--- src/rtl/uart_echo_core.sv ---
// UART echo engine: 8N1 receiver -> byte FIFO (first-word fall-through) -> 8N1 transmitter,
// with sticky framing/overrun flags and a live FIFO occupancy count.
module uart_echo_core #(
    parameter int CLKS_PER_BIT = 434,
    parameter int FIFO_DEPTH   = 16
) (
    input  logic                          io_systemClk,
    input  logic                          io_asyncResetn,
    input  logic                          uart_rxd,
    output logic                          uart_txd,
    input  logic                          err_clr,
    output logic                          frame_err,
    output logic                          overrun_err,
    output logic [$clog2(FIFO_DEPTH):0]   fifo_level
);
    localparam int          AW      = $clog2(FIFO_DEPTH);
    localparam logic [15:0] HALF_M1 = 16'(CLKS_PER_BIT / 2 - 1);
    localparam logic [15:0] FULL_M1 = 16'(CLKS_PER_BIT - 1);

    typedef enum logic [1:0] {IDLE, START, DATA, STOP} state_t;

    // ---------------- RX synchronizer ----------------
    logic rx_meta, rxs;

    always_ff @(posedge io_systemClk or negedge io_asyncResetn) begin
        if (!io_asyncResetn) begin
            rx_meta <= 1'b1;
            rxs     <= 1'b1;
        end else begin
            rx_meta <= uart_rxd;
            rxs     <= rx_meta;
        end
    end

    // ---------------- FIFO ----------------
    logic [7:0]  mem [FIFO_DEPTH];
    logic [AW:0] wptr, rptr;
    logic        push, pop, full, empty;
    logic [7:0]  rd_data;
    logic [7:0]  rx_shift;

    // Extra wrap bit distinguishes full from empty when the index bits match.
    assign full       = (wptr[AW] != rptr[AW]) && (wptr[AW-1:0] == rptr[AW-1:0]);
    assign empty      = (wptr == rptr);
    assign rd_data    = mem[rptr[AW-1:0]];
    assign fifo_level = wptr - rptr;

    always_ff @(posedge io_systemClk) begin
        if (push) mem[wptr[AW-1:0]] <= rx_shift;
    end

    always_ff @(posedge io_systemClk or negedge io_asyncResetn) begin
        if (!io_asyncResetn) begin
            wptr <= '0;
            rptr <= '0;
        end else begin
            if (push) wptr <= wptr + 1'b1;
            if (pop)  rptr <= rptr + 1'b1;
        end
    end

    // ---------------- RX FSM ----------------
    state_t      rx_state, rx_state_d;
    logic [15:0] rx_cnt, rx_cnt_d;
    logic [2:0]  rx_bits, rx_bits_d;
    logic [7:0]  rx_shift_d;
    logic        rx_brk, rx_brk_d;
    logic        frame_set, overrun_set;

    always_ff @(posedge io_systemClk or negedge io_asyncResetn) begin
        if (!io_asyncResetn) begin
            rx_state <= IDLE;
            rx_cnt   <= '0;
            rx_bits  <= '0;
            rx_shift <= '0;
            rx_brk   <= 1'b0;
        end else begin
            rx_state <= rx_state_d;
            rx_cnt   <= rx_cnt_d;
            rx_bits  <= rx_bits_d;
            rx_shift <= rx_shift_d;
            rx_brk   <= rx_brk_d;
        end
    end

    always_comb begin
        rx_state_d  = rx_state;
        rx_cnt_d    = rx_cnt;
        rx_bits_d   = rx_bits;
        rx_shift_d  = rx_shift;
        rx_brk_d    = rx_brk;
        push        = 1'b0;
        frame_set   = 1'b0;
        overrun_set = 1'b0;
        case (rx_state)
            IDLE: begin
                if (!rxs) begin
                    rx_cnt_d   = HALF_M1;
                    rx_state_d = START;
                end
            end
            START: begin
                if (rx_cnt != 16'd0) begin
                    rx_cnt_d = rx_cnt - 16'd1;
                end else if (rxs) begin
                    rx_state_d = IDLE;
                end else begin
                    rx_cnt_d   = FULL_M1;
                    rx_bits_d  = 3'd0;
                    rx_state_d = DATA;
                end
            end
            DATA: begin
                if (rx_cnt != 16'd0) begin
                    rx_cnt_d = rx_cnt - 16'd1;
                end else begin
                    rx_shift_d = {rxs, rx_shift[7:1]};
                    rx_cnt_d   = FULL_M1;
                    if (rx_bits == 3'd7) rx_state_d = STOP;
                    else                 rx_bits_d  = rx_bits + 3'd1;
                end
            end
            STOP: begin
                if (rx_cnt != 16'd0) begin
                    rx_cnt_d = rx_cnt - 16'd1;
                end else if (rx_brk) begin
                    // Hold here through a break so it raises frame_err only once.
                    if (rxs) begin
                        rx_brk_d   = 1'b0;
                        rx_state_d = IDLE;
                    end
                end else if (rxs) begin
                    rx_state_d = IDLE;
                    if (full) overrun_set = 1'b1;
                    else      push        = 1'b1;
                end else begin
                    frame_set = 1'b1;
                    rx_brk_d  = 1'b1;
                end
            end
            default: rx_state_d = IDLE;
        endcase
    end

    // ---------------- TX FSM ----------------
    state_t      tx_state, tx_state_d;
    logic [15:0] tx_cnt, tx_cnt_d;
    logic [2:0]  tx_bits, tx_bits_d;
    logic [7:0]  tx_shift, tx_shift_d;
    logic        txd_d;

    always_ff @(posedge io_systemClk or negedge io_asyncResetn) begin
        if (!io_asyncResetn) begin
            tx_state <= IDLE;
            tx_cnt   <= '0;
            tx_bits  <= '0;
            tx_shift <= '0;
            uart_txd <= 1'b1;
        end else begin
            tx_state <= tx_state_d;
            tx_cnt   <= tx_cnt_d;
            tx_bits  <= tx_bits_d;
            tx_shift <= tx_shift_d;
            uart_txd <= txd_d;
        end
    end

    always_comb begin
        tx_state_d = tx_state;
        tx_cnt_d   = tx_cnt;
        tx_bits_d  = tx_bits;
        tx_shift_d = tx_shift;
        txd_d      = uart_txd;
        pop        = 1'b0;
        case (tx_state)
            IDLE: begin
                if (!empty) begin
                    pop        = 1'b1;
                    tx_shift_d = rd_data;
                    txd_d      = 1'b0;
                    tx_cnt_d   = FULL_M1;
                    tx_state_d = START;
                end
            end
            START: begin
                if (tx_cnt != 16'd0) begin
                    tx_cnt_d = tx_cnt - 16'd1;
                end else begin
                    txd_d      = tx_shift[0];
                    tx_shift_d = {1'b1, tx_shift[7:1]};
                    tx_bits_d  = 3'd0;
                    tx_cnt_d   = FULL_M1;
                    tx_state_d = DATA;
                end
            end
            DATA: begin
                if (tx_cnt != 16'd0) begin
                    tx_cnt_d = tx_cnt - 16'd1;
                end else begin
                    tx_cnt_d = FULL_M1;
                    if (tx_bits == 3'd7) begin
                        txd_d      = 1'b1;
                        tx_state_d = STOP;
                    end else begin
                        txd_d      = tx_shift[0];
                        tx_shift_d = {1'b1, tx_shift[7:1]};
                        tx_bits_d  = tx_bits + 3'd1;
                    end
                end
            end
            STOP: begin
                if (tx_cnt != 16'd0) tx_cnt_d   = tx_cnt - 16'd1;
                else                 tx_state_d = IDLE;
            end
            default: tx_state_d = IDLE;
        endcase
    end

    // ---------------- Sticky error flags ----------------
    // A new event in the same cycle as err_clr keeps the flag set.
    always_ff @(posedge io_systemClk or negedge io_asyncResetn) begin
        if (!io_asyncResetn) begin
            frame_err   <= 1'b0;
            overrun_err <= 1'b0;
        end else begin
            frame_err   <= frame_set   | (frame_err   & ~err_clr);
            overrun_err <= overrun_set | (overrun_err & ~err_clr);
        end
    end

endmodule

--- config.mk ---
export PLATFORM = sky130hd
export DESIGN_NAME = uart_echo_core
export DESIGN_NICKNAME = d
export VERILOG_FILES = /design/src/rtl/uart_echo_core.sv
export SDC_FILE = /design/constraint.sdc
export NUM_CORES = 1
export LEC_CHECK = 0
export CORE_MARGIN = 2
export CORE_UTILIZATION = 45
export CTS_CLUSTER_DIAMETER = 60
export DETAILED_ROUTE_END_ITERATION = 10
export SLEW_MARGIN = 0
export SYNTH_ARGS = -nofsm -noshare
export SYNTH_HDL_FRONTEND = slang
export SYNTH_SLANG_ARGS = --single-unit
--- constraint.sdc ---
create_clock -name io_systemClk -period 4.3 [get_ports io_systemClk]
set_clock_uncertainty 0.2 [all_clocks]
set_input_delay 0.43 -clock io_systemClk [delete_from_list [all_inputs] [get_ports io_systemClk]]
set_output_delay 0.43 -clock io_systemClk [all_outputs]
set_load 0.01 [all_outputs]
==> key figures <==
Synthesis
  • Complex-gate fraction of the synthesized area: 10.3%
  • FF+latch count, synth: 202
  • Synth Area in Simple Gates: 8.96%
  • Most area-hungry cell type in the Yosys netlist: edfxtp_1
  • Synth Area in XOR/XNOR: 2.04%
  • Post-synthesis mux area share: 9.44%
  • Synth Flop Type: edfxtp_1
  • Ys async rst share: 36.6%
  • Seq/Total Area, Yosys: 63.3%
  • Synth area leaders: edfxtp_1 43%, dfrtp_1 20%, mux4_2 8.0%, ha_1 3.3%, a21oi_1 3.0%
  • Syn_area_per_cell: 13.8 sq um
  • EDFF count, synth: 128
  • Largest family of logic cells by synthesized area: compound AO/OA/AOI/OAI gates
  • Synth Instances: 651
  • Most common cell in the netlist: edfxtp_1
  • Synth warnings: 0
  • Post-synth top cells: 128 x edfxtp_1, 71 x dfrtp_1, 54 x a21oi_1
  • Post-synth top area share: 42.7%
  • Distinct cell type count after synthesis: 54
  • Post-Synth Adder-Cell Area: 3.56%
  • Syn_nets: 680
  • Post-Syn Area: 9010 sq um

Min path
  • Worst Hold Depth: 1
  • Min-delay src: uart_rxd
  • Worst Hold Class: primary input to register

STA
  • Fmax: 260 MHz
  • Slew Viols, Final: 0
  • Final Hold Vio Count: 0
  • Tcrit/Tclk final: 89.5%
  • Least-Margin Pin Slew: 963 ps
  • Max_slew headroom: 35.5%
  • Post-route minimum period: 3850 ps
  • Fin Setup TNS: 0 ps
  • Final setup vio count: 0
  • Unrepaired setup endpoints after global routing: false

Cells and area
  • Nets@finish: 697
  • Diode count: 0
  • Layout cell share with drive strength beyond 1: 13.7%
  • Layout area overhead: 12.4%
  • FILL cells: 1630
  • Post-route design area: 10100 sq um

Global routing
  • GRT overflow: 0
  • Initial antenna violation count: 0
  • Vias in the first global route: 5619
  • Largest net degree at the start of global routing: 75
  • Global-route wire length before repair: 31600 um
  • Total track usage: 18.9%

Pwr
  • Comb pwr share: 0.5%
  • Pwr per Cell Area: 385 nW/um^2
  • Internal: 3.10 mW
  • Part of the power in registers: 52.6%
  • Leak: 3.45 nW
  • Max VDD drop: 0.000272 V
  • Sw Share: 20.6%
  • Clock share of power: 46.9%
  • Net Switching: 0.802 mW

Routing
  • Final WL: 20000 um
  • Pre-antenna DRT Iters: 5
  • Drt wl/cell: 21.0 um
  • DRT antenna net count: 0
  • Vias: 5582
  • DR iter-0 viols: 505
  • # DRC: 0
  • Vias/cell: 5.88

CTS
  • Post-CTS Setup Inserts: 0
  • Cts hold-fix bufs: 1
  • Cts repair resizes: 0
  • Root buffer cell: clkbuf_16
  • Clock sinks: 202
  • Clock-pin slew on the worst setup and hold paths: 60 ps
  • CTS tree: yes
  • H-tree depth: 1
  • Clk Latency, worst-skew pair: 500 ps
  • CTS buffer count: 23
  • Clock buffer depth: 3

Setup path
  • Worst Setup Path Type: register to register
  • CP startpoint kind: register
  • CP required: 4230 ps
  • Worst setup path startpoint: rx_cnt[0]
  • Crit path capture type: register
  • Worst Reg-to-Reg Cells: 7
  • Critical Path AT: 3780 ps
  • Critical R2R Launch: rx_cnt[0]
  • Crit Path Max Fanout: 9

Floorplan
  • Die Y: 145 um
  • Num rows: 51
  • Boundary Pins: 12
  • Die ar.: 21200 sq um
  • Initial Util: 46.1%
  • Core area: 19500 sq um
  • Chip width: 145 um

Run status
  • Status: finished clean

Placed design
  • Final GP Congestion: 0.838
  • # port buffers: 11
  • Hpwl dp: 12800 um
  • Placed cell area: 9400 sq um

Job
  • Max-cap violation count: 0
## per-stage QoR
step	hold slack (ps)	utilization, %	total power [mW]	instances	setup slack [ps]
finish	144	51.9	3.90	949	449
global route	146	51.9	4.02	949	242
CTS	131	51.9	3.94	949	435
detailed placement	156	48.2	2.11	907	462
global placement	147	48.2	2.11	907	566
floorplan	-65.6	-	2.09	651	716
## power groups by stage
stage	logic [mW]	registers (mW)	clock network [mW]
3_5_place_dp	0.0203	2.09	0
5_1_grt	0.0238	2.05	1.94
6_report	0.0198	2.05	1.83
4_1_cts	0.0211	2.05	1.87
3_3_place_gp	0.0199	2.09	0
2_1_floorplan	0.00253	2.09	0
## sequential cells by signal, summed over array words and instances, names as in the netlist, 2 cells and up, named ones only
register,flops
mem,128
rptr,5
rx_bits,3
tx_cnt,16
tx_state,2
tx_bits,3
wptr,5
rx_cnt,16
tx_shift,8
rx_shift,8
## worst max-delay path: stages, from the launching register on
cell     delay, ps
dfrtp_1        400
inv_1          100
ha_1           180
or4b_1         570
or4_1          620
nor4_4         500
nand2_1        300
nor2_1         600
## metal layers
metal,track usage (%),wire length [um],part of all wire (%)
met1,25.5,8590,43
met2,32.1,9970,50
met3,3.39,973,4.9
met4,4.85,419,2.1
met5,0,0,0
## cells by family (layout without fill, tap and decap cells)
group,Yosys count,count (layout)
flops,202,202
buf+inv,56,89
xor+xnor,21,21
mux,44,44
simple gates,157,157
compound gates,146,146
fa+ha+maj,25,25
## layout make-up
class                   instances  area, sq um  share of cell area, %
clock buffers                  25          583                   5.76
clock inverters                16          128                   1.26
inverters                      26         97.6                  0.964
multi-input cells             393         3090                   30.5
flip-flops and latches        202         5700                   56.3
well taps                     265          332                   3.27
repair buffers                 22          193                   1.90
## placed cells by master, fill, tap and decap left out, types with 17 or more instances in the layout
cell       synthesis  routed
dfrtp_1           71      70
nand2_1           39      39
clkbuf_16          0      23
edfxtp_1         128     128
a21oi_1           54      54
nor2_1            38      38
nor3_1            17      17
o21ai_0           22      22
mux4_2            32      32
a22oi_1           19      19
ha_1              24      24
inv_1             26      26
## worst paths after layout
path / endpoint / slack [ps]
min in group asynchronous: rx_cnt[1] / 410
setup / recovery: mem[9][5] / 450
hold / removal: rx_meta / 140
setup reg to reg: mem[9][5] / 450
max in group asynchronous: rptr[0] / 2810
hold reg to reg: rxs / 160
Note: power is estimated with default switching activity, not from simulation.
